<file path="src/rtl/ghist_queue_ctrl.sv">
`default_nettype none
// ============================================================================
// Module   : ghist_queue_ctrl
// Brief    : In-order slot allocator / reader for the global-history snapshot
//            memory; optional occupancy stats under GHIST_OCC_STATS_EN.
// Revision : 1.0
// ============================================================================
module ghist_queue_ctrl #(
    parameter int DEPTH  = 40,
    parameter int IDX_W  = 6,
    parameter int DATA_W = 72
) (
    input  logic              clock,
    input  logic              reset,
    input  logic              io_enq_valid,
    output logic              io_enq_ready,
    input  logic [DATA_W-1:0] io_enq_data,
    output logic [IDX_W-1:0]  io_enq_idx,
    input  logic              io_deq_valid,
    input  logic              io_redirect_valid,
    input  logic [IDX_W-1:0]  io_redirect_idx,
    input  logic              io_rd_valid,
    input  logic [IDX_W-1:0]  io_rd_idx,
    output logic              io_rd_resp_valid,
    output logic [DATA_W-1:0] io_rd_resp_data,
    output logic              io_empty,
    output logic              io_full,
`ifdef GHIST_OCC_STATS_EN
    output logic [5:0]        io_count,
    output logic [5:0]        io_hiwater,
`endif
    output logic [IDX_W-1:0]  mem_R0_addr,
    output logic              mem_R0_en,
    input  logic [DATA_W-1:0] mem_R0_data,
    output logic [IDX_W-1:0]  mem_W0_addr,
    output logic              mem_W0_en,
    output logic [DATA_W-1:0] mem_W0_data
);

    localparam int CNT_W = $clog2(DEPTH + 1);
    localparam int OFF_W = IDX_W + 1;

    function automatic logic [IDX_W-1:0] inc_ptr(input logic [IDX_W-1:0] p);
        return (p == IDX_W'(DEPTH - 1)) ? '0 : p + IDX_W'(1);
    endfunction

    logic [IDX_W-1:0] enq_ptr;
    logic [IDX_W-1:0] deq_ptr;
    logic [CNT_W-1:0] count;
    logic [CNT_W-1:0] count_next;
    logic             resp_v;
    logic             enq_fire;
    logic             deq_fire;
    logic [IDX_W-1:0] deq_next;
    logic [OFF_W-1:0] redir_sum;
    logic [OFF_W-1:0] redir_off;

    assign io_empty     = (count == '0);
    assign io_full      = (count == CNT_W'(DEPTH));
    assign io_enq_ready = !io_full && !io_redirect_valid;
    assign io_enq_idx   = enq_ptr;
    assign enq_fire     = io_enq_valid && io_enq_ready;
    assign deq_fire     = io_deq_valid && !io_empty;
    assign deq_next     = deq_fire ? inc_ptr(deq_ptr) : deq_ptr;

    // Distance from the oldest surviving entry to the redirect target, mod DEPTH
    assign redir_sum = {1'b0, io_redirect_idx} + OFF_W'(DEPTH) - {1'b0, deq_next};
    assign redir_off = (redir_sum >= OFF_W'(DEPTH)) ? redir_sum - OFF_W'(DEPTH) : redir_sum;

    assign mem_R0_addr      = io_rd_idx;
    assign mem_R0_en        = io_rd_valid;
    assign mem_W0_addr      = enq_ptr;
    assign mem_W0_en        = enq_fire;
    assign mem_W0_data      = io_enq_data;
    assign io_rd_resp_valid = resp_v;
    assign io_rd_resp_data  = mem_R0_data;

    always_comb begin
        count_next = count;
        if (io_redirect_valid)
            count_next = CNT_W'(redir_off + OFF_W'(1));
        else if (enq_fire && !deq_fire)
            count_next = count + CNT_W'(1);
        else if (!enq_fire && deq_fire)
            count_next = count - CNT_W'(1);
    end

    always_ff @(posedge clock or posedge reset) begin
        if (reset) begin
            enq_ptr <= '0;
            deq_ptr <= '0;
            count   <= '0;
            resp_v  <= 1'b0;
        end else begin
            if (io_redirect_valid)
                enq_ptr <= inc_ptr(io_redirect_idx);
            else if (enq_fire)
                enq_ptr <= inc_ptr(enq_ptr);
            deq_ptr <= deq_next;
            count   <= count_next;
            resp_v  <= io_rd_valid;
        end
    end

`ifdef GHIST_OCC_STATS_EN
    logic [CNT_W-1:0] hiwater;

    always_ff @(posedge clock or posedge reset) begin
        if (reset)
            hiwater <= '0;
        else if (count_next > hiwater)
            hiwater <= count_next;
    end

    assign io_count   = 6'(count);
    assign io_hiwater = 6'(hiwater);
`endif

`ifndef SYNTHESIS
    // Redirect target must be a live entry once this cycle's dequeue is applied
    logic [CNT_W-1:0] live_after_deq;
    assign live_after_deq = count - CNT_W'(deq_fire);

    always @(posedge clock) begin
        if (!reset && io_redirect_valid)
            assert ((io_redirect_idx < IDX_W'(DEPTH)) &&
                    (redir_off < OFF_W'(live_after_deq)));
    end
`endif

endmodule
`default_nettype wire

</file>
<file path="config.mk">
export PLATFORM = sky130hd
export DESIGN_NAME = ghist_queue_ctrl
export DESIGN_NICKNAME = d
export VERILOG_FILES = /design/src/rtl/ghist_queue_ctrl.sv
export SDC_FILE = /design/constraint.sdc
export NUM_CORES = 1
export LEC_CHECK = 0
export BUFFER_PORTS_ARGS = -buffer_cell sky130_fd_sc_hd__buf_2
export CAP_MARGIN = 20
export CORE_AREA = 2 2 128 130
export CTS_BUF_LIST = sky130_fd_sc_hd__clkbuf_4
export CTS_CLUSTER_SIZE = 8
export DETAILED_ROUTE_END_ITERATION = 7
export DIE_AREA = 0 0 130 132
export PLACE_DENSITY = 0.59
export SLEW_MARGIN = 10
export SYNTH_ARGS = -nofsm -noshare
export SYNTH_HDL_FRONTEND = slang
export SYNTH_SLANG_ARGS = --single-unit
</file>
<file path="constraint.sdc">
create_clock -name clock -period 7.4 [get_ports clock]
set_input_delay 0.37 -clock clock [delete_from_list [all_inputs] [get_ports clock]]
set_output_delay 0.37 -clock clock [all_outputs]
set_load 0.05 [all_outputs]
</file>
==> run summary <==
Crit Path Max Fanout: 5
die height: 132 um
switching share of power: 50.6%
maximum vdd ir drop: 0.124 mV
Final Power: 0.00112 W
max cap viols: 0
DR pass1 iterations: 4
Leak Pwr: 0.952 nW
pwr dens: 502 nW/um^2
Seq/Total Area, Yosys: 16.0%
final WL: 6.27 mm
Avg Inst Size Synth: 8.17 sq um
busiest grt layer: met2
yosys warns: 0
R2R depth: 20
Critical Path RT: 7.61 ns
Max Freq: 0.220 GHz
path type of the worst setup path: flop to flop
Initial Util: 18.9%
largest net degree at the start of global routing: 25
die width: 130 um
Area Overhead vs Synth: -25.0%
Residual DRC: 0
die area: 17200 sq um
# diodes: 0
Hold Path Class: input pin to async pin
DR WL/cell: 13.8 um
# hold bufs at CTS: 0
H-tree levels: 1
Tcrit/Tclk final: 61.5%
Worst-path clk slew: 0.12 ns
Vias: 1711
Worst R2R End: count[5]$_DFFE_PP0P_
CTS tree: done
GR met3 Demand/Resource: 3.73%
RSZ-0062 raised after global routing: no
met1 Use GR: 6.96%
worst skew pair latency: 0.30 ns
via count of the first global-routing pass: 1720
max-slew violations: 0
minimum clock period: 4.55 ns
Rel. slew slack: 46.1%
cts repair resizes: 0
met2 Use GR: 10.6%
hpwl dp: 5.17 mm
# setup viols final: 0
Post-synth EDFFs: 0
DRT iter0 DRCs: 52
prevailing post-synth register cell: dfrtp_1
via density per instance: 3.77
status: complete, no violations
CP endpoint kind: flop
total track usage: 7.13%
IO Pins: 330
clk_skew: 0.00253 ns
worst-margin pin slew: 0.808 ns
total gr overflow: 0
global placer's final weighted congestion: 0.766
startpoint types: flop
Clock Tree Buf Depth: 2
asr flop ratio synth: 100%
fin area: 2230 sq um
root buffer cell: clkbuf_4
fraction of layout cells with a size suffix above 1: 19.3%
combinational fraction of design power: 77.6%
first-pass GRT wire length: 9.44 mm
Netlist cell types: 42
clk sinks: 19
setup TNS: 0 ns
filler instances: 1787
row count: 46
Flop pwr share: 17.4%
I/O Buffers: 29
mapped cell area: 2980 sq um
switching power total: 0.000566 W
initial antenna violation count: 0
# Post-CTS Setup Buffers: 0
Area after DPL: 2200 sq um
Synth Instances: 364
Mapped Nets: 549
worst r2r src: count[0]$_DFFE_PP0P_
fin nets: 424
Inserted Clock Buffers: 3
Seq cells post-synth: 19
Worst R2R Setup Slack: 2.85 ns
CP arrival: 4.76 ns
final-report hold violation count: 0
internal power: 0.000553 W
clock power share: 5.0%
Core Area: 15700 sq um
post-route ant nets: 0
worst max-delay path: stages (launching register included):
cell and delay (ns):
dfrtp_1 0.47, or4_4 0.21, nor3_1 0.06, nor2b_1 0.27, nand3_1 0.14, nor4b_1 0.46, nor2_1 0.14, ha_1 0.30
inv_1 0.04, ha_1 0.33, o21ai_0 0.29, nor2_1 0.12, nor2_1 0.14, inv_1 0.05, ha_1 0.21, o21ai_0 0.08
o31ai_1 0.09, o21ai_1 0.27, mux2_2 0.40, a21o_1 0.18, a31o_2 0.23
worst max path at each step:
stage	start	to	slack, ns	cells after the start
2_1_floorplan	count[0]$_DFFE_PP0P_	count[5]$_DFFE_PP0P_	2.10	20
3_3_place_gp	count[0]$_DFFE_PP0P_	count[5]$_DFFE_PP0P_	2.94	20
3_5_place_dp	count[0]$_DFFE_PP0P_	count[5]$_DFFE_PP0P_	2.86	20
4_1_cts	count[0]$_DFFE_PP0P_	count[5]$_DFFE_PP0P_	2.82	20
5_1_grt	count[0]$_DFFE_PP0P_	count[5]$_DFFE_PP0P_	2.21	20
6_report	count[0]$_DFFE_PP0P_	count[5]$_DFFE_PP0P_	2.85	20
cell usage in the layout, fill, tap and decap left out, types with 3 or more instances in the layout:
| cell type | n |
|---|---|
| o21ai_1 | 3 |
| nand3_1 | 6 |
| mux2_2 | 3 |
| nand2_1 | 14 |
| nor2_1 | 23 |
| xor2_1 | 6 |
| inv_1 | 21 |
| nand2b_1 | 5 |
| buf_2 | 29 |
| o21ai_0 | 17 |
| a21o_1 | 3 |
| nor2b_1 | 4 |
| ha_1 | 21 |
| clkbuf_4 | 3 |
| dfrtp_1 | 19 |
| nor3_1 | 3 |
| mux2i_1 | 4 |
| a21oi_1 | 9 |
| xnor2_1 | 13 |
| a211oi_1 | 3 |
layout make-up:
class	count	area, sq um	share of cell area (%)
inverters	21	78.8	3.53
multi-input cells	165	1230	55.3
clock buffers	3	22.5	1.01
well taps	216	270	12.1
clock inverters	1	5.00	0.224
flip-flops and latches	19	475	21.3
repair buffers	29	145	6.51
logic make-up after synthesis:
family	after synthesis	synth area share, %
xor gates and xnor gates	20	6.52
adders and majority gates	23	10.2
AOI/OAI and AO/OA	48	10.9
buffers and inverters	180	42.6
DFF	19	16.0
and+or+nand+nor	67	11.4
muxes	7	2.48
power groups by stage:
stage / combinational [W] / sequential, W / clock (W)
2_1_floorplan: 0.000924 / 0.000208 / 0
3_3_place_gp: 0.000867 / 0.000197 / 0
3_5_place_dp: 0.000869 / 0.000196 / 0
4_1_cts: 0.000876 / 0.000195 / 0.0000604
5_1_grt: 0.000985 / 0.000201 / 0.0000655
6_report: 0.000868 / 0.000194 / 0.0000564
Yosys cell counts, types with 2 or more instances:
cell | number | area share, %
fa_1 | 2 | 1.3
buf_4 | 157 | 40
nor3b_1 | 2 | 0.50
nand3_1 | 6 | 1.0
xnor2_1 | 13 | 3.8
nor3_1 | 3 | 0.50
nor2_1 | 23 | 2.9
o21ai_1 | 3 | 0.50
nand4_1 | 2 | 0.42
nor2b_1 | 4 | 0.84
a21oi_1 | 9 | 1.5
a31o_2 | 2 | 0.59
a211oi_1 | 3 | 0.76
nand2_1 | 14 | 1.8
nand3b_1 | 2 | 0.50
nand2b_1 | 5 | 1.1
mux2i_1 | 4 | 1.3
xor2_1 | 6 | 1.8
nor4b_1 | 2 | 0.59
a21o_1 | 3 | 0.76
ha_1 | 21 | 8.8
mux2_2 | 3 | 1.1
dfrtp_1 | 19 | 16
o21ai_0 | 17 | 2.9
inv_1 | 21 | 2.6
o22ai_1 | 2 | 0.42
per-stage QoR:
stage / util, % / hold slack, ns / setup WS [ns] / std cells
2_1_floorplan: - / 0.321 / 2.10 / 364
3_3_place_gp: 14.0 / 0.534 / 2.94 / 450
3_5_place_dp: 14.0 / 0.536 / 2.86 / 450
4_1_cts: 14.2 / 0.202 / 2.82 / 454
5_1_grt: 14.2 / 0.182 / 2.21 / 454
6_report: 14.2 / 0.197 / 2.85 / 454
flip-flops by register name, indices dropped and copies added, names as in the netlist:
register,cells
count,6
deq_ptr,6
io_enq_idx,6
io_rd_resp_valid,1
metal layers:
metal	share of wire [%]	wire, um	vias up
met4	9.6	601	0
met1	34	2140	765
met5	0	0	-
met3	13	809	60
li1	-	-	782
met2	43	2720	104
No activity file was read; power rests on OpenSTA's default activity.
